===== config.mk =====
export PLATFORM = sky130hd
export DESIGN_NAME = branch_predict_unit_flat
export DESIGN_NICKNAME = d
export VERILOG_FILES = /design/src/rtl/branch_predict_unit_pkg.sv /design/src/rtl/branch_predict_unit_if.sv /design/src/rtl/branch_predict_unit_fifo.sv /design/src/rtl/branch_predict_unit.sv /design/src/flat_wrapper.sv
export SDC_FILE = /design/constraint.sdc
export NUM_CORES = 1
export LEC_CHECK = 0
export ABC_CLOCK_PERIOD_IN_PS = 3200
export CAP_MARGIN = 10
export CORE_MARGIN = 2
export CORE_UTILIZATION = 53
export DETAILED_ROUTE_END_ITERATION = 10
export MAX_ROUTING_LAYER = met4
export PLACE_DENSITY = 0.82
export SETUP_SLACK_MARGIN = 0.02
export SLEW_MARGIN = 30
export SYNTH_ARGS = -nofsm -noshare
export SYNTH_HDL_FRONTEND = slang
export SYNTH_SLANG_ARGS = --single-unit

===== constraint.sdc =====
create_clock -name clk -period 3.2 [get_ports clk]
set_input_delay 0.8 -clock clk [delete_from_list [all_inputs] [get_ports clk]]
set_output_delay 0.8 -clock clk [all_outputs]
set_load 0.05 [all_outputs]

===== src/rtl/branch_predict_unit_pkg.sv =====
// Shared constants and helpers for the MicroEV next-PC/branch unit.
// Holds the branch condition encoding, counter init value and the counter update rule.
package branch_predict_unit_pkg;

  localparam logic [1:0] COND_UNCOND = 2'b00;
  localparam logic [1:0] BHT_INIT    = 2'b01;

  typedef logic [1:0] ctr_t;

  // Pending entry layout is {alt_pc, pred, idx}
  function automatic int entry_width(int aw, int bht_bits);
    return aw + 1 + bht_bits;
  endfunction

  function automatic ctr_t ctr_update(ctr_t c, logic taken);
    if (taken) begin
      return (c == 2'b11) ? c : c + 2'd1;
    end
    return (c == 2'b00) ? c : c - 2'd1;
  endfunction

endpackage


===== src/rtl/branch_predict_unit_if.sv =====
// Fetch/resolve bus between the fetch stage and the branch unit.
// The master side drives instructions and resolutions; the slave side is the branch unit.
interface branch_predict_unit_if #(
  parameter int AW    = 11,
  parameter int DEPTH = 4
);
  localparam int CW = $clog2(DEPTH) + 1;

  logic [AW+2:0] instr;
  logic          instr_valid;
  logic [AW-1:0] pc;
  logic          resolve_valid;
  logic          resolve_taken;
  logic [AW-1:0] next_pc;
  logic          redirect;
  logic          stall;
  logic [CW-1:0] pending;
  logic          protocol_err;

  modport master (
    output instr, instr_valid, pc, resolve_valid, resolve_taken,
    input  next_pc, redirect, stall, pending, protocol_err
  );

  modport slave (
    input  instr, instr_valid, pc, resolve_valid, resolve_taken,
    output next_pc, redirect, stall, pending, protocol_err
  );

endinterface


===== src/rtl/branch_predict_unit_fifo.sv =====
// In-order queue of unresolved branch predictions with push/pop/clear.
// Push on a full queue is accepted when a pop happens in the same cycle.
module pending_branch_fifo #(
  parameter int WIDTH = 16,
  parameter int DEPTH = 4,
  localparam int PW = $clog2(DEPTH),
  localparam int CW = PW + 1
) (
  input  logic             clk,
  input  logic             rst_n,
  input  logic             push,
  input  logic [WIDTH-1:0] push_data,
  input  logic             pop,
  input  logic             clear,
  output logic [WIDTH-1:0] head,
  output logic             full,
  output logic             empty,
  output logic [CW-1:0]    count
);

  logic [WIDTH-1:0] mem [DEPTH];
  logic [PW-1:0]    wr_ptr_reg;
  logic [PW-1:0]    rd_ptr_reg;
  logic [CW-1:0]    count_reg;
  logic             do_push;
  logic             do_pop;

  assign full    = (count_reg == CW'(DEPTH));
  assign empty   = (count_reg == '0);
  assign count   = count_reg;
  assign head    = mem[rd_ptr_reg];
  assign do_pop  = pop & ~empty;
  assign do_push = push & (~full | do_pop);

  always_ff @(posedge clk) begin
    if (!rst_n || clear) begin
      wr_ptr_reg <= '0;
      rd_ptr_reg <= '0;
      count_reg  <= '0;
    end else begin
      if (do_push) wr_ptr_reg <= wr_ptr_reg + PW'(1);
      if (do_pop)  rd_ptr_reg <= rd_ptr_reg + PW'(1);
      count_reg <= count_reg + CW'(do_push) - CW'(do_pop);
    end
  end

  // Payload storage needs no reset; validity is tracked by the pointers
  always_ff @(posedge clk) begin
    if (do_push && !clear) begin
      mem[wr_ptr_reg] <= push_data;
    end
  end

endmodule


===== src/rtl/branch_predict_unit.sv =====
// Next-PC unit: decodes branches, predicts conditionals with 2-bit counters,
// queues predictions and recovers fetch on a mispredicted resolve.
module branch_predict_unit
  import branch_predict_unit_pkg::*;
#(
  parameter int AW       = 11,
  parameter int DEPTH    = 4,
  parameter int BHT_BITS = 4
) (
  input  logic clk,
  input  logic rst_n,
  branch_predict_unit_if.slave bus
);

  localparam int BHT_SIZE = 2 ** BHT_BITS;
  localparam int EW       = entry_width(AW, BHT_BITS);
  localparam int CW       = $clog2(DEPTH) + 1;

  typedef struct packed {
    logic [AW-1:0]       alt_pc;
    logic                pred;
    logic [BHT_BITS-1:0] idx;
  } entry_t;

  ctr_t                bht_reg [BHT_SIZE];
  logic [AW-1:0]       next_pc_reg;
  logic [AW-1:0]       next_pc_next;
  logic                redirect_reg;
  logic                protocol_err_reg;

  logic                is_branch;
  logic                is_cond;
  logic [1:0]          cond;
  logic [AW-1:0]       target;
  logic [AW-1:0]       pc_inc;
  logic [BHT_BITS-1:0] lookup_idx;
  logic                pred;
  logic                resolve_act;
  logic                mispredict;
  logic                stall;
  logic                accept;
  logic                push;
  entry_t              push_entry;
  entry_t              head;
  logic [EW-1:0]       fifo_head;
  logic                fifo_full;
  logic                fifo_empty;
  logic [CW-1:0]       fifo_count;
  ctr_t                bht_wdata;

  pending_branch_fifo #(
    .WIDTH (EW),
    .DEPTH (DEPTH)
  ) u_fifo (
    .clk       (clk),
    .rst_n     (rst_n),
    .push      (push),
    .push_data (push_entry),
    .pop       (resolve_act),
    .clear     (mispredict),
    .head      (fifo_head),
    .full      (fifo_full),
    .empty     (fifo_empty),
    .count     (fifo_count)
  );

  assign head = entry_t'(fifo_head);

  always_comb begin
    is_branch   = bus.instr[AW+2];
    cond        = bus.instr[AW+1:AW];
    target      = bus.instr[AW-1:0];
    is_cond     = is_branch && (cond != COND_UNCOND);
    lookup_idx  = bus.pc[BHT_BITS-1:0];
    pred        = bht_reg[lookup_idx][1];
    pc_inc      = bus.pc + AW'(1);
    resolve_act = bus.resolve_valid & ~fifo_empty;
    mispredict  = resolve_act & (bus.resolve_taken != head.pred);
    // A correct resolve frees a slot this cycle, so a full queue can still accept
    stall       = bus.instr_valid & is_cond & fifo_full &
                  ~(bus.resolve_valid & ~mispredict);
    accept      = bus.instr_valid & ~stall & ~mispredict;
    push        = accept & is_cond;
    push_entry  = '{alt_pc: (pred ? pc_inc : target), pred: pred, idx: lookup_idx};
    bht_wdata   = ctr_update(bht_reg[head.idx], bus.resolve_taken);

    next_pc_next = next_pc_reg;
    if (mispredict) begin
      next_pc_next = head.alt_pc;
    end else if (accept) begin
      if (!is_branch)     next_pc_next = pc_inc;
      else if (!is_cond)  next_pc_next = target;
      else                next_pc_next = pred ? target : pc_inc;
    end
  end

  // One counter per generate slot; lookups in the update cycle see the old value
  genvar gi;
  generate
    for (gi = 0; gi < BHT_SIZE; gi++) begin : g_bht
      always_ff @(posedge clk) begin
        if (!rst_n) begin
          bht_reg[gi] <= BHT_INIT;
        end else if (resolve_act && (head.idx == BHT_BITS'(gi))) begin
          bht_reg[gi] <= bht_wdata;
        end
      end
    end
  endgenerate

  always_ff @(posedge clk) begin
    if (!rst_n) begin
      next_pc_reg      <= '0;
      redirect_reg     <= 1'b0;
      protocol_err_reg <= 1'b0;
    end else begin
      next_pc_reg  <= next_pc_next;
      redirect_reg <= mispredict;
      if (bus.resolve_valid && fifo_empty) begin
        protocol_err_reg <= 1'b1;
      end
    end
  end

  assign bus.next_pc      = next_pc_reg;
  assign bus.redirect     = redirect_reg;
  assign bus.stall        = stall;
  assign bus.pending      = fifo_count;
  assign bus.protocol_err = protocol_err_reg;

endmodule


===== src/flat_wrapper.sv =====
// flat-port wrapper written by rule: the top's interface ports become plain ports
module branch_predict_unit_flat import branch_predict_unit_pkg::*;
#(
  parameter int AW       = 11,
  parameter int DEPTH    = 4,
  parameter int BHT_BITS = 4
)
  (clk, rst_n, bus_instr, bus_instr_valid, bus_pc, bus_resolve_valid, bus_resolve_taken, bus_next_pc, bus_redirect, bus_stall, bus_pending, bus_protocol_err);
  branch_predict_unit_if #(.AW(AW), .DEPTH(DEPTH)) bus_i ();
  input  logic clk;
  input  logic rst_n;
  input wire logic [$bits(bus_i.instr)-1:0] bus_instr;
  input wire logic [$bits(bus_i.instr_valid)-1:0] bus_instr_valid;
  input wire logic [$bits(bus_i.pc)-1:0] bus_pc;
  input wire logic [$bits(bus_i.resolve_valid)-1:0] bus_resolve_valid;
  input wire logic [$bits(bus_i.resolve_taken)-1:0] bus_resolve_taken;
  output wire logic [$bits(bus_i.next_pc)-1:0] bus_next_pc;
  output wire logic [$bits(bus_i.redirect)-1:0] bus_redirect;
  output wire logic [$bits(bus_i.stall)-1:0] bus_stall;
  output wire logic [$bits(bus_i.pending)-1:0] bus_pending;
  output wire logic [$bits(bus_i.protocol_err)-1:0] bus_protocol_err;
  assign bus_i.instr = bus_instr;
  assign bus_i.instr_valid = bus_instr_valid;
  assign bus_i.pc = bus_pc;
  assign bus_i.resolve_valid = bus_resolve_valid;
  assign bus_i.resolve_taken = bus_resolve_taken;
  assign bus_next_pc = bus_i.next_pc;
  assign bus_redirect = bus_i.redirect;
  assign bus_stall = bus_i.stall;
  assign bus_pending = bus_i.pending;
  assign bus_protocol_err = bus_i.protocol_err;
  branch_predict_unit #(.AW(AW), .DEPTH(DEPTH), .BHT_BITS(BHT_BITS)) u_core (.clk(clk), .rst_n(rst_n), .bus(bus_i));
endmodule

Word level (Yosys, flattened, before mapping)
Memory sizes are Yosys's and may differ from the RTL's. A register that Yosys moved wholly into a read port is not among the register bits. Cells that the tools add are included.

Flip-flop bits (word level): 20. RAM bits: 96. Logic and storage cells: 173. Memories kept: 2.

Memories: u_core.u_fifo.mem (depth 4, bits a word 16, rd ports 1, clocked after Yosys merged registers in 1, wr ports 1, RTL line branch_predict_unit_fifo.sv:21) `logic [WIDTH-1:0] mem [DEPTH];`; u_core.bht_reg (depth 16, bits a word 2, rd ports 2, clocked after Yosys merged registers in 0, wr ports 16, RTL line branch_predict_unit.sv:25) `ctr_t bht_reg [BHT_SIZE];`.

Add/sub/neg operators: 7. Equal/unequal tests: 18. Mux-type cells: 80. Bitwise operators: 33. Reduce and logical (&&, ||, !) cells: 27.

Operator list (count): two-way mux 11 bit (6); two-way mux 1 bit (52); two-way mux 2 bit (22); == test 4 bit, second input constant (8); logical AND 1 bit (19); OR 1 bit (17); == test 4 x 3 -> 1 bit, second input constant (4); adder 11 x 1 -> 11 bit, second input constant (1); bitwise AND 1 bit (11); == test 4 x 2 -> 1 bit, second input constant (2); adder 2 x 1 -> 2 bit, second input constant (3); inverter 1 bit (5); == test 4 x 1 -> 1 bit, second input constant (1); zero test 4 bit (1); nonzero test 2 bit (2); adder 3 x 1 -> 3 bit (1); == test 3 bit, second input constant (1); zero test 3 bit (1); subtractor 3 x 1 -> 3 bit (1); == test 2 bit, second input constant (1); zero test 1 bit (2); zero test 2 bit (1); subtractor 2 x 1 -> 2 bit, second input constant (1); logical OR 1 bit (1); inequality test 1 bit (1).

Longest topological paths before layout
Gate-level depths: netlist of run 1.

Word-level depth: 16. Depth in mapped cells: 12. Mapped depth without buffers: 11.

By module
Synthesis of run 1 repeated with hierarchy kept, for this count alone.

Cell total of the unflattened synthesis: 434. Area, all modules: 5698.0 µm².

By module, submodules not included: branch_predict_unit (instances 1, cells each 298, area an instance 2891.5 µm², seq. area each 1221.2 µm²); pending_branch_fifo (instances 1, cells each 136, area an instance 2806.4 µm², seq. area each 2102.0 µm²).

Worst setup path after synthesis of run 1
Ideal clock, no wire load.

Path type: register to output. Start point: reg with a tool-made name. End point: out bus_stall. Arrival time: 2.656 ns. Data required time: 2.400 ns. Path slack: -0.256 ns. Stages on the path, launching flop included: 7. Path buffers: 1. Cells stage by stage: dfxtp_1 buf_1 mux4_2 xnor2_1 nor2_1 nor2b_1 nor3_1.

RTL lines: end, declared (RTL line flat_wrapper.sv:19) `output wire logic [$bits(bus_i.stall)-1:0] bus_stall;`.

==> metrics.cfg, run 1 <==
[logic_synthesis]
synth_edf_count = 96
number_of_flip_flops_and_latches_in_the_synthesized_netlist = 118
synth_sequential_area_ratio_pct = 57.23
post_synth_instance_area_sq_um = 5807
netlist_top_cells_area = sky130_fd_sc_hd__edfxtp_1, sky130_fd_sc_hd__mux4_2, sky130_fd_sc_hd__dfxtp_1
area_share_of_the_largest_cell_type_after_synthesis_pct = 49.64
synth_commonest_cells = sky130_fd_sc_hd__edfxtp_1, sky130_fd_sc_hd__nand2_1, sky130_fd_sc_hd__nor2_1
synthDominantAreaCellType = sky130_fd_sc_hd__edfxtp_1
yosys.cell_types.count = 43
post_synth.cell_area_avg_sq_um = 13.54
yosys.cell_count.top_type = sky130_fd_sc_hd__edfxtp_1
synth-async-reset-ratio_pct = 0
dominantRegCellSynth = sky130_fd_sc_hd__edfxtp_1
mappedNetlistNets = 467
synthesis.yosys.warnings = 0
syn_inst = 429

[die]
initial_core_util_pct = 54.04
fp.dieArea_sq_um = 11810
dieHeight_microns = 108.7
placeableCoreArea_sq_um = 10750
io_pins = 47
placementRows = 38
dieWidth_microns = 108.7

[drt]
drt_first_iter_violations = 320
vias = 3902
wl_per_cell_microns = 19.92
first_pass_iters = 5
wl_microns = 12990
viasPerCell = 5.985
ant_nets = 0
post-route-drc-count = 0

[global_routing]
grt_max_degree = 25
grt_pass1_vias = 3999
antenna_found_initial = 0
grt.total_usage_pct = 24.67
wire_length_of_the_first_global_routing_pass_microns = 20530
globalRoute.totalOverflow = 0

[timing]
final.min_clock_period_ns = 3.051
finalHoldViolations = 0
rsz_0062_raised_after_global_routing = no
setup_violations = 0
setup-tns-final_ns = 0
fmax_mhz = 327.8
finalCritPeriodShare_pct = 95.34
fin_hold_ws_ns = 0.5099
finalMaxSlewViolations = 0
tightest_slew_ns = 0.5075
slew_headroom_pct = 66.06
worst_clock_skew_ns = 0.009459

[clocking]
clkSlewWorstSetupHoldPaths_ns = 0.06
tritoncts = yes
ctsHtreeMaxLevel = 4
post_cts_hold_buffer_count = 0
clock_root_cell = sky130_fd_sc_hd__clkbuf_8
cts.path.max_buffers = 2
numClockSinks = 118
clock_insertion_delay_worst_skew_ns = 0.52
numCtsBuffers = 17

[final_layout]
final-instance-count-excl-fill = 652
finish.net_count = 537
drive_gt1_share_pct = 23.44
area.growth.synth_to_final_pct = 24.95
max_ffs_per_register = 64
insertedDiodeCount = 0
fillerInstances = 742

[worst_setup_path]
r2r_cells = 7
critPathLaunchType = flip-flop
cp-end-kind = output port
timing.critical_path.required_ns = 2.40
r2r_setup_slack_ns = 0.28
arrival_ns = 2.25
path_class = reg -> out
reg_to_reg_critical_path_endpoint = u_core.bht_reg[0][1]$_SDFFCE_PN0P_
critical_path_peak_fanout = 5

[placement]
count_of_buffers_from_port_buffering = 46
place_hpwl_microns = 8629
place_inst = 619
gpl.final_weighted_congestion = 0.8913

[pwr]
total_power_uw = 5318
power_switching_share_pct = 30.56
p_clk_share_pct = 37.3
power.ir.vdd_worst_mv = 0.6633
switching_power_uw = 1625
cellPowerDensity_nw_per_um2 = 733.0
combinationalPowerShare_pct = 27.2
cellInternalPower_uw = 3693
share_seq_of_total_power_pct = 35.4
p_leak_uw = 0.002429

[status]
result_of_the_run = finished clean

[hold_path]
min-delay-path-class = reg -> reg
holdCritStartpoint = u_core.bus.protocol_err$_SDFFE_PN0P_
hold_end = u_core.bus.protocol_err$_SDFFE_PN0P_
hold_path_depth = 2

[flow_run]
max_cap_violations = 0

timing repair:
action | 4_1_cts | 5_1_grt
resized for setup | 2 | 2
setup buffers | 0 | 1
endpoints found under the setup margin | 1 | 1
pin swaps | 1 | 1
metrics by stage:
stage / utilization [%] / setup WS (ns) / instance area, sq um
floorplan: - / 0.06551 / 5813
CTS: 67.42 / 0.04594 / 7244
global route: 67.52 / 0.03463 / 7256
global placement: 61.67 / -0.05536 / 6626
detailed placement: 61.67 / -0.06742 / 6626
finish: 67.52 / 0.1492 / 7256
area by class of cell:
type                            count  area [sq um]  share of cell area, %
Inverter                           14         52.55                 0.7243
Tap cell                          140         175.2                  2.414
Clock buffer                       17         414.1                  5.708
Sequential cell                   118          3328                  45.87
Timing Repair Buffer               77         765.7                  10.55
Clock inverter                     15         200.2                  2.759
Multi-Input combinational cell    271          2320                  31.97
power by group through the flow:
stage / Sequential [uW] / Clock (uW) / Combinational, uW
3_5_place_dp: 1910 / 0 / 1420
2_1_floorplan: 2060 / 0 / 858
6_report: 1880 / 1980 / 1450
4_1_cts: 1880 / 2000 / 1450
5_1_grt: 1900 / 2070 / 1570
3_3_place_gp: 1900 / 0 / 1380
critical path, cell delays in order (launching register included):
cell,delay [ns]
sky130_fd_sc_hd__dfxtp_4,0.39
sky130_fd_sc_hd__mux4_2,0.52
sky130_fd_sc_hd__xnor2_1,0.17
sky130_fd_sc_hd__nor2_2,0.15
sky130_fd_sc_hd__nor2b_1,0.08
sky130_fd_sc_hd__nor3_2,0.25
sky130_fd_sc_hd__buf_12,0.17
cells by family (layout without fill, tap and decap cells):
group / Yosys count / in the layout / synth area share [%]
compound gates: 50 / 50 / 5.257
xor+xnor: 15 / 15 / 2.263
fa+ha+maj: 12 / 12 / 2.586
mux: 73 / 73 / 19.91
flops: 118 / 118 / 57.23
buf+inv: 40 / 123 / 2.952
simple gates: 121 / 121 / 9.804
routing by layer:
layer / GRT usage, % / up-vias / routed length, microns
met1: 31.60 / 1928 / 5144
li1: - / 1780 / -
met5: - / - / 0
met4: 9.524 / 0 / 217
met2: 39.33 / 173 / 6741
met3: 4.782 / 21 / 887
worst max-delay path by stage:
stage | endpoint | slack [ns] | start | depth (start not counted)
after floorplan | u_core.u_fifo.count[2]$_SDFF_PP0_ | 0.07 | flip-flop | 12
final | bus_stall | 0.15 | flip-flop | 6
after global routing | bus_stall | 0.03 | flip-flop | 6
after CTS | bus_stall | 0.05 | flip-flop | 7
after global placement | u_core.bus.next_pc[0]$_SDFFE_PN0P_ | -0.06 | bus_pc[0] | 8
after detailed placement | u_core.bus.next_pc[0]$_SDFFE_PN0P_ | -0.07 | bus_pc[0] | 8
placed cells by master, fill, tap and decap left out, types with 16 or more instances in the layout:
cell                              instances
sky130_fd_sc_hd__edfxtp_1                96
sky130_fd_sc_hd__clkdlybuf4s50_1         45
sky130_fd_sc_hd__nand2_1                 38
sky130_fd_sc_hd__mux4_2                  32
sky130_fd_sc_hd__nor2_1                  32
sky130_fd_sc_hd__o21ai_0                 29
sky130_fd_sc_hd__buf_4                   26
sky130_fd_sc_hd__mux2i_1                 21
sky130_fd_sc_hd__dfxtp_1                 20
sky130_fd_sc_hd__mux2_2                  17
sky130_fd_sc_hd__clkbuf_16               16
No activity file was read; power rests on OpenSTA's default activity.
==> run 2, diff against run 1 <==
--- a/config.mk
+++ b/config.mk
@@ -5,13 +5,13 @@
 export SDC_FILE = /design/constraint.sdc
 export NUM_CORES = 1
 export LEC_CHECK = 0
-export ABC_CLOCK_PERIOD_IN_PS = 3200
+export ABC_AREA = 1
 export CAP_MARGIN = 10
 export CORE_MARGIN = 2
 export CORE_UTILIZATION = 53
 export DETAILED_ROUTE_END_ITERATION = 10
 export MAX_ROUTING_LAYER = met4
-export PLACE_DENSITY = 0.82
+export PLACE_DENSITY = 0.81
 export SETUP_SLACK_MARGIN = 0.02
 export SLEW_MARGIN = 30
 export SYNTH_ARGS = -nofsm -noshare
==> metrics.cfg, run 2 <==
[worst_setup_path]
cp-end-kind = flip-flop  ; was output port
cp_slowest_cell = sky130_fd_sc_hd__clkdlybuf4s50_1  ; was sky130_fd_sc_hd__mux4_2
timing.critical_path.required_ns = 3.50  ; was 2.40 ns
critical-path-top-cell-by-count = sky130_fd_sc_hd__nand2_1
r2r_setup_slack_ns = 0.35  ; was 0.28 ns
arrival_ns = 3.32  ; was 2.25 ns
critical_path_peak_fanout = 3  ; was 5
worstPathCellList = clkdlybuf4s50_1 > nand3_1 > nand3_2 > nand2_1 > nand2_1 > nand3_1 > inv_1 > nand2_1 > ha_1 > inv_1 > ha_1 > fa_1 > xnor2_2 > xor2_1 > nor2_1  ; was mux4_2 > xnor2_1 > nor2_2 > nor2b_1 > nor3_2 > buf_12
critPathMaxStageDelay_ns = 0.62  ; was 0.52 ns
critPathLaunchType = primary input  ; was flip-flop
path_class = in -> reg  ; was reg -> out

[final_layout]
finish.net_count = 801  ; was 537
max_ffs_per_register = 64  ; unchanged
layout_commonest_cell = sky130_fd_sc_hd__nand2_1  ; was sky130_fd_sc_hd__edfxtp_1
mostFrequentLayoutCells = sky130_fd_sc_hd__nand2_1, sky130_fd_sc_hd__edfxtp_1, sky130_fd_sc_hd__inv_1  ; was sky130_fd_sc_hd__edfxtp_1, sky130_fd_sc_hd__clkdlybuf4s50_1, sky130_fd_sc_hd__nand2_1
final-instance-count-excl-fill = 916  ; was 652
drive_gt1_share_pct = 11.08  ; was 23.44%
area.growth.synth_to_final_pct = 22.79  ; was 24.95%
layout.cell_area.non_filler_sq_um = 7402  ; was 7256 sq um
insertedDiodeCount = 0  ; unchanged

[global_routing]
grt.met1_usage_pct = 31.21  ; was 31.60%
busiest_layer = met2  ; unchanged
met3_usage_pct = 6.561  ; was 4.782%
gr-usage-met2_pct = 45.81  ; was 39.33%
grt.total_usage_pct = 27.17  ; was 24.67%
globalRoute.totalOverflow = 0  ; unchanged
grt_pass1_vias = 5097  ; was 3,999
wire_length_of_the_first_global_routing_pass_microns = 25430  ; was 20,530 microns
antenna_found_initial = 0  ; unchanged
grt_max_degree = 31  ; was 25

[clocking]
clock_insertion_delay_worst_skew_ns = 0.41  ; was 0.52 ns
cts_resized = 0  ; was 2
tritoncts = yes  ; unchanged
cts.path.max_buffers = 2  ; unchanged
numClockSinks = 118  ; unchanged
clock_root_cell = sky130_fd_sc_hd__clkbuf_16  ; was sky130_fd_sc_hd__clkbuf_8
cts.repair_timing.setup_buffer_count = 0  ; unchanged
numCtsBuffers = 17  ; unchanged
ctsHtreeMaxLevel = 4  ; unchanged
clkSlewWorstSetupHoldPaths_ns = 0.05  ; was 0.06 ns
post_cts_hold_buffer_count = 0  ; unchanged

[placement]
post_placement_cell_area_sq_um = 6809  ; was 6626 sq um
gpl.final_weighted_congestion = 0.8794  ; was 0.8913
count_of_buffers_from_port_buffering = 46  ; unchanged
place_hpwl_microns = 10370  ; was 8629 microns
detailedPlace.worstSlack_ns = -0.2285  ; was -0.06742 ns
place_inst = 884  ; was 619

[die]
io_pins = 47  ; unchanged
dieHeight_microns = 110.7  ; was 108.7 microns
fp.dieArea_sq_um = 12240  ; was 11,810 sq um
placeableCoreArea_sq_um = 10980  ; was 10,750 sq um
initial_core_util_pct = 54.89  ; was 54.04%
dieWidth_microns = 110.7  ; was 108.7 microns
placementRows = 38  ; unchanged

[timing]
slew_headroom_pct = 57.81  ; was 66.06%
finalHoldViolations = 0  ; unchanged
final.min_clock_period_ns = 3.025  ; was 3.051 ns
fmax_mhz = 330.6  ; was 327.8 MHz
setup_violations = 0  ; unchanged
finalCritPeriodShare_pct = 94.53  ; was 95.34%
rsz_0062_raised_after_global_routing = no  ; unchanged
worst_clock_skew_ns = 0.007338  ; was 0.009459 ns
tightest_slew_ns = 0.6262  ; was 0.5075 ns
setup-tns-final_ns = 0  ; unchanged
finalMaxSlewViolations = 0  ; unchanged
setup_ws_ns = 0.1751  ; was 0.1492 ns

[logic_synthesis]
syn_inst = 695  ; was 429
yosys.cell_count.top_type = sky130_fd_sc_hd__nand2_1  ; was sky130_fd_sc_hd__edfxtp_1
synth_sequential_area_ratio_pct = 55.13  ; was 57.23%
synthDominantAreaCellType = sky130_fd_sc_hd__edfxtp_1  ; unchanged
yosys.cell_types.count = 35  ; was 43
synth_commonest_cells = sky130_fd_sc_hd__nand2_1, sky130_fd_sc_hd__edfxtp_1, sky130_fd_sc_hd__inv_1  ; was sky130_fd_sc_hd__edfxtp_1, sky130_fd_sc_hd__nand2_1, sky130_fd_sc_hd__nor2_1
dominantRegCellSynth = sky130_fd_sc_hd__edfxtp_1  ; unchanged
synthesis.yosys.warnings = 0  ; unchanged
area_share_of_the_largest_cell_type_after_synthesis_pct = 47.82  ; was 49.64%
mappedNetlistNets = 733  ; was 467
post_synth.cell_area_avg_sq_um = 8.674  ; was 13.54 sq um
netlist_top_cells_area = sky130_fd_sc_hd__edfxtp_1, sky130_fd_sc_hd__nand2_1, sky130_fd_sc_hd__dfxtp_1  ; was sky130_fd_sc_hd__edfxtp_1, sky130_fd_sc_hd__mux4_2, sky130_fd_sc_hd__dfxtp_1
synth_edf_count = 96  ; unchanged
number_of_flip_flops_and_latches_in_the_synthesized_netlist = 118  ; unchanged
synth-async-reset-ratio_pct = 0  ; unchanged
post_synth_instance_area_sq_um = 6028  ; was 5807 sq um

[drt]
wl_per_cell_microns = 17.54  ; was 19.92 microns
viasPerCell = 5.717  ; was 5.985
first_pass_iters = 7  ; was 5
vias = 5237  ; was 3,902
post-route-drc-count = 0  ; unchanged
drt_first_iter_violations = 429  ; was 320
ant_nets = 0  ; unchanged
wl_microns = 16070  ; was 12,990 microns

[pwr]
p_leak_uw = 0.002963  ; was 0.002429 uW
power.ir.vdd_worst_mv = 0.4643  ; was 0.6633 mV
cellPowerDensity_nw_per_um2 = 759.6  ; was 733.0 nW/um^2
total_power_uw = 5622  ; was 5318 uW

[hold_path]
min-delay-path-class = reg -> reg  ; unchanged

[status]
result_of_the_run = finished clean  ; unchanged

[flow_run]
max_cap_violations = 0  ; unchanged

## run 2: changes by cell type after synthesis, moves of 9 or more
cell and change:
sky130_fd_sc_hd__nor2_2 +11, sky130_fd_sc_hd__inv_1 +63, sky130_fd_sc_hd__nor2_1 +41, sky130_fd_sc_hd__mux2_2 -17, sky130_fd_sc_hd__o2bb2ai_1 -10, sky130_fd_sc_hd__mux4_2 -32, sky130_fd_sc_hd__mux2i_1 -21, sky130_fd_sc_hd__nand3_1 +64
sky130_fd_sc_hd__nand2_1 +145, sky130_fd_sc_hd__o22ai_1 +11, sky130_fd_sc_hd__or3_1 -9, sky130_fd_sc_hd__o21ai_0 +21
## run 2: cells by family (layout without fill, tap and decap cells)
family | Yosys count | after routing | share of synthesized area [%]
AO/OA/AOI/OAI | 70 | 70 | 6.268
flip-flops | 118 | 118 | 55.13
adder cells (fa/ha/maj) | 8 | 8 | 1.785
AND/OR/NAND/NOR | 382 | 382 | 28.10
buffers and inverters | 106 | 187 | 7.119
XOR/XNOR | 11 | 11 | 1.598
## run 2: worst paths after layout
path,cells past startpoint,end,startpoint
worst max-delay path,15,u_core.u_fifo.count[2]$_SDFF_PP0_,bus_resolve_taken
worst min-delay path,1,u_core.bus.protocol_err$_SDFFE_PN0P_,u_core.bus.protocol_err$_SDFFE_PN0P_
worst max register to register,18,u_core.u_fifo.count[2]$_SDFF_PP0_,flip-flop
worst min register to register,1,u_core.bus.protocol_err$_SDFFE_PN0P_,u_core.bus.protocol_err$_SDFFE_PN0P_
## run 2: worst max-delay path, delay by kind of cell
family | cells | cell delay, ns
AND/OR/NAND/NOR | 7 | 0.55
buffers and inverters | 3 | 0.73
adder cells (fa/ha/maj) | 3 | 0.87
XOR/XNOR | 2 | 0.36
## run 2: final cells by class
cell class	count	area (sq um)
fillers	823	3581
flip-flops and latches	118	3323
multi-input cells	471	2283
repair buffers	74	730.7
clock buffers	22	454.2
inverters	81	304.0
well taps	140	175.2
clock inverters	10	131.4
## run 2: layer usage
metal	up-vias	share of wire (%)
met3	60	8.5
li1	2435	-
met5	-	0
met4	0	3.2
met1	2446	37
met2	296	51
## run 2: report_power, final
| group | internal, uW | switching (uW) | leakage (uW) | total (uW) |
|---|---|---|---|---|
| registers | 1790 | 70.1 | 0.00104 | 1860 |
| logic | 538 | 1320 | 0.00165 | 1860 |
| clock network | 1240 | 668 | 0.000278 | 1900 |
| total | 3570 | 2060 | 0.00296 | 5620 |
## run 2: through the flow
step,hold slack (ns),utilization (%)
floorplan,0.4532,-
global placement,0.4476,62.00
detailed placement,0.4598,62.00
CTS,0.4727,67.33
finish,0.4670,67.40
global route,0.5052,67.40
==> run 3, diff against run 2 <==
--- a/config.mk
+++ b/config.mk
@@ -8,7 +8,8 @@
 export ABC_AREA = 1
 export CAP_MARGIN = 10
 export CORE_MARGIN = 2
-export CORE_UTILIZATION = 53
+export CORE_UTILIZATION = 55
+export CTS_BUF_LIST = sky130_fd_sc_hd__clkbuf_8
 export DETAILED_ROUTE_END_ITERATION = 10
 export MAX_ROUTING_LAYER = met4
 export PLACE_DENSITY = 0.81
==> constraint.sdc (replaced) <==
create_clock -name clk -period 2.85 [get_ports clk]
set_input_delay 0.7125 -clock clk [delete_from_list [all_inputs] [get_ports clk]]
set_output_delay 0.7125 -clock clk [all_outputs]
set_load 0.05 [all_outputs]
==> metrics.cfg, run 3 (same netlist as run 2, synthesis figures left out) <==
[die]
dieWidth_microns = 108.7  ; was 110.7 microns
initial_core_util_pct = 56.10  ; was 54.89%
placeableCoreArea_sq_um = 10750  ; was 10,980 sq um
placementRows = 38  ; unchanged
fp.dieArea_sq_um = 11810  ; was 12,240 sq um
dieHeight_microns = 108.7  ; was 110.7 microns
io_pins = 47  ; unchanged

[flow_run]
max_cap_violations = 0  ; unchanged

[clocking]
clock_insertion_delay_worst_skew_ns = 0.44  ; was 0.41 ns
ctsHtreeMaxLevel = 4  ; unchanged
post_cts_hold_buffer_count = 0  ; unchanged
tritoncts = yes  ; unchanged
numClockSinks = 118  ; unchanged
clkSlewWorstSetupHoldPaths_ns = 0.08  ; was 0.05 ns
cts.path.max_buffers = 2  ; unchanged
numCtsBuffers = 17  ; unchanged
clock_root_cell = sky130_fd_sc_hd__clkbuf_8  ; was sky130_fd_sc_hd__clkbuf_16

[timing]
slew_headroom_pct = 62.19  ; was 57.81%
fmax_mhz = 381.2
rsz_0062_raised_after_global_routing = no  ; unchanged
setup_violations = 0  ; unchanged
finalCritPeriodShare_pct = 92.05
worst_clock_skew_ns = 0.01835  ; was 0.007338 ns
finalHoldViolations = 0  ; unchanged
final.min_clock_period_ns = 2.623
finalMaxSlewViolations = 0  ; unchanged
tightest_slew_ns = 0.5666  ; was 0.6262 ns

[drt]
ant_nets = 0  ; unchanged
wl_microns = 15320  ; was 16,070 microns
first_pass_iters = 5  ; was 7
post-route-drc-count = 0  ; unchanged
vias = 5136  ; was 5,237
wl_per_cell_microns = 16.61  ; was 17.54 microns
drt_first_iter_violations = 420  ; was 429
viasPerCell = 5.570  ; was 5.717

[placement]
post_placement_cell_area_sq_um = 6860  ; was 6809 sq um
place_inst = 888  ; was 884
count_of_buffers_from_port_buffering = 46  ; unchanged
gpl.final_weighted_congestion = 0.8440  ; was 0.8794
place_hpwl_microns = 9927  ; was 10,370 microns

[worst_setup_path]
critPathLaunchType = flip-flop  ; was primary input
worstPathCellList = buf_4 > nand2_1 > nand3_4 > nand2_4 > inv_2 > nor2_1 > nand2_1 > nand3_1 > nand2_1 > nand2_1 > nor2_1 > nand2_2 > nand2_8 > nor2_1  ; was clkdlybuf4s50_1 > nand3_1 > nand3_2 > nand2_1 > nand2_1 > nand3_1 > inv_1 > nand2_1 > ha_1 > inv_1 > ha_1 > fa_1 > xnor2_2 > xor2_1 > nor2_1
r2r_cells = 14  ; was 18
cp-end-kind = flip-flop  ; unchanged
crit_family = simple AND/OR/NAND/NOR gates  ; was adder cells
cp_slowest_cell = sky130_fd_sc_hd__dfxtp_1  ; was sky130_fd_sc_hd__clkdlybuf4s50_1
timing.critical_path.required_ns = 3.05  ; was 3.50 ns
critical-path-top-cell-by-count = sky130_fd_sc_hd__nand2_1  ; unchanged
crit_cells = 14  ; was 15
critical_path.n_buffers_inverters = 2  ; was 3
critical_path_peak_fanout = 30  ; was 3
arrival_ns = 2.82  ; was 3.32 ns
r2r_setup_slack_ns = 0.23  ; was 0.35 ns
path_class = reg -> reg  ; was in -> reg
reg_to_reg_critical_path_endpoint = u_core.bht_reg[2][1]$_SDFFCE_PN0P_  ; was u_core.u_fifo.count[2]$_SDFF_PP0_
critPathMaxStageDelay_ns = 0.39  ; was 0.62 ns

[final_layout]
insertedDiodeCount = 0  ; unchanged
max_ffs_per_register = 64  ; unchanged
layout_commonest_cell = sky130_fd_sc_hd__nand2_1  ; unchanged
drive_gt1_share_pct = 13.94  ; was 11.08%
mostFrequentLayoutCells = sky130_fd_sc_hd__nand2_1, sky130_fd_sc_hd__edfxtp_1, sky130_fd_sc_hd__nor2_1  ; was sky130_fd_sc_hd__nand2_1, sky130_fd_sc_hd__edfxtp_1, sky130_fd_sc_hd__inv_1
area.growth.synth_to_final_pct = 23.35  ; was 22.79%
finish.net_count = 807  ; was 801
final-instance-count-excl-fill = 922  ; was 916
layout.core_utilization_pct = 69.20  ; was 67.40%
layout.cell_area.non_filler_sq_um = 7436  ; was 7402 sq um

[global_routing]
wire_length_of_the_first_global_routing_pass_microns = 24560  ; was 25,430 microns
antenna_found_initial = 0  ; unchanged
grt_pass1_vias = 5179  ; was 5,097
grt.total_usage_pct = 28.44  ; was 27.17%
grt_max_degree = 31  ; unchanged
globalRoute.totalOverflow = 0  ; unchanged

[hold_path]
min-delay-path-class = reg -> reg  ; unchanged
hold_end = u_core.bus.protocol_err$_SDFFE_PN0P_  ; unchanged
holdCritStartpoint = u_core.bus.protocol_err$_SDFFE_PN0P_  ; unchanged
hold_path_depth = 1  ; unchanged

[pwr]
total_power_uw = 6089  ; was 5622 uW
power.ir.vdd_worst_mv = 0.6175  ; was 0.4643 mV
p_leak_uw = 0.002996  ; was 0.002963 uW
cellPowerDensity_nw_per_um2 = 818.9  ; was 759.6 nW/um^2

[status]
result_of_the_run = finished clean  ; unchanged

[run 3: cell types whose count changed in the layout (fill, tap and decap cells not counted), moves of 3 or more]
cell,before,now
sky130_fd_sc_hd__buf_4,24,29
sky130_fd_sc_hd__clkdlybuf4s50_1,45,41
sky130_fd_sc_hd__clkbuf_16,17,0
sky130_fd_sc_hd__bufinv_16,3,6
sky130_fd_sc_hd__clkbuf_1,4,0
sky130_fd_sc_hd__dlymetal6s2s_1,0,4
sky130_fd_sc_hd__dfxtp_2,0,3
sky130_fd_sc_hd__clkbuf_8,1,18
sky130_fd_sc_hd__nand2_1,183,180
sky130_fd_sc_hd__inv_2,3,7
sky130_fd_sc_hd__dfxtp_1,22,19
sky130_fd_sc_hd__inv_1,77,73
[run 3: worst max-delay path by stage]
stage,startpoint,end,slack [ns]
2_1_floorplan,bus_instr[12],u_core.u_fifo.count[2]$_SDFF_PP0_,0.03
3_3_place_gp,bus_resolve_taken,u_core.u_fifo.count[2]$_SDFF_PP0_,-0.34
3_5_place_dp,bus_resolve_taken,u_core.u_fifo.count[2]$_SDFF_PP0_,-0.44
4_1_cts,bus_resolve_valid,bus_stall,0.02
6_report,flip-flop,u_core.bht_reg[2][1]$_SDFFCE_PN0P_,0.23
5_1_grt,flip-flop,u_core.bht_reg[0][1]$_SDFFCE_PN0P_,0.05
[run 3: layout make-up]
cell class                      instances  area [sq um]
Clock buffer                           18         247.7
Clock inverter                         14         230.2
Fill cell                             812          3309
Inverter                               81         304.0
Multi-Input combinational cell        471          2354
Sequential cell                       118          3327
Tap cell                              140         175.2
Timing Repair Buffer                   80         798.3
[run 3: where the power goes]
part	switching (uW)	internal (uW)	total [uW]
registers	74.2	2010	2090
logic	1510	654	2170
clock network	692	1150	1840
total	2280	3810	6090
[run 3: per-stage QoR]
| stage | TNS [ns] | hold WS [ns] | worst slack [ns] |
|---|---|---|---|
| after floorplan | 0 | 0.4532 | 0.02614 |
| after global placement | -1.678 | 0.4591 | -0.3392 |
| after detailed placement | -3.210 | 0.4574 | -0.4369 |
| after CTS | 0 | 0.4778 | 0.02471 |
| after global routing | 0 | 0.5041 | 0.04569 |
| final | 0 | 0.4722 | 0.2266 |
[run 3: worst reg2reg max path, delay by kind of cell, from the launching register on]
kind | cells | cell delay [ns]
AND/OR/NAND/NOR | 12 | 1.48
buffers and inverters | 2 | 0.56
flip-flops | 1 | 0.39
[run 3: layer usage]
| metal | vias up | GRT usage, % | part of all wire, % |
|---|---|---|---|
| li1 | 2440 | - | - |
| met1 | 2393 | 33.85 | 39 |
| met2 | 264 | 46.96 | 50 |
| met3 | 39 | 5.678 | 7.9 |
| met4 | 0 | 12.82 | 3.0 |
| met5 | - | - | 0 |
[run 3: timing repair]
item,4_1_cts,5_1_grt
resized for setup,0,20
pin swaps,0,8
buffers inserted,1,1
endpoints found under the setup margin,1,9
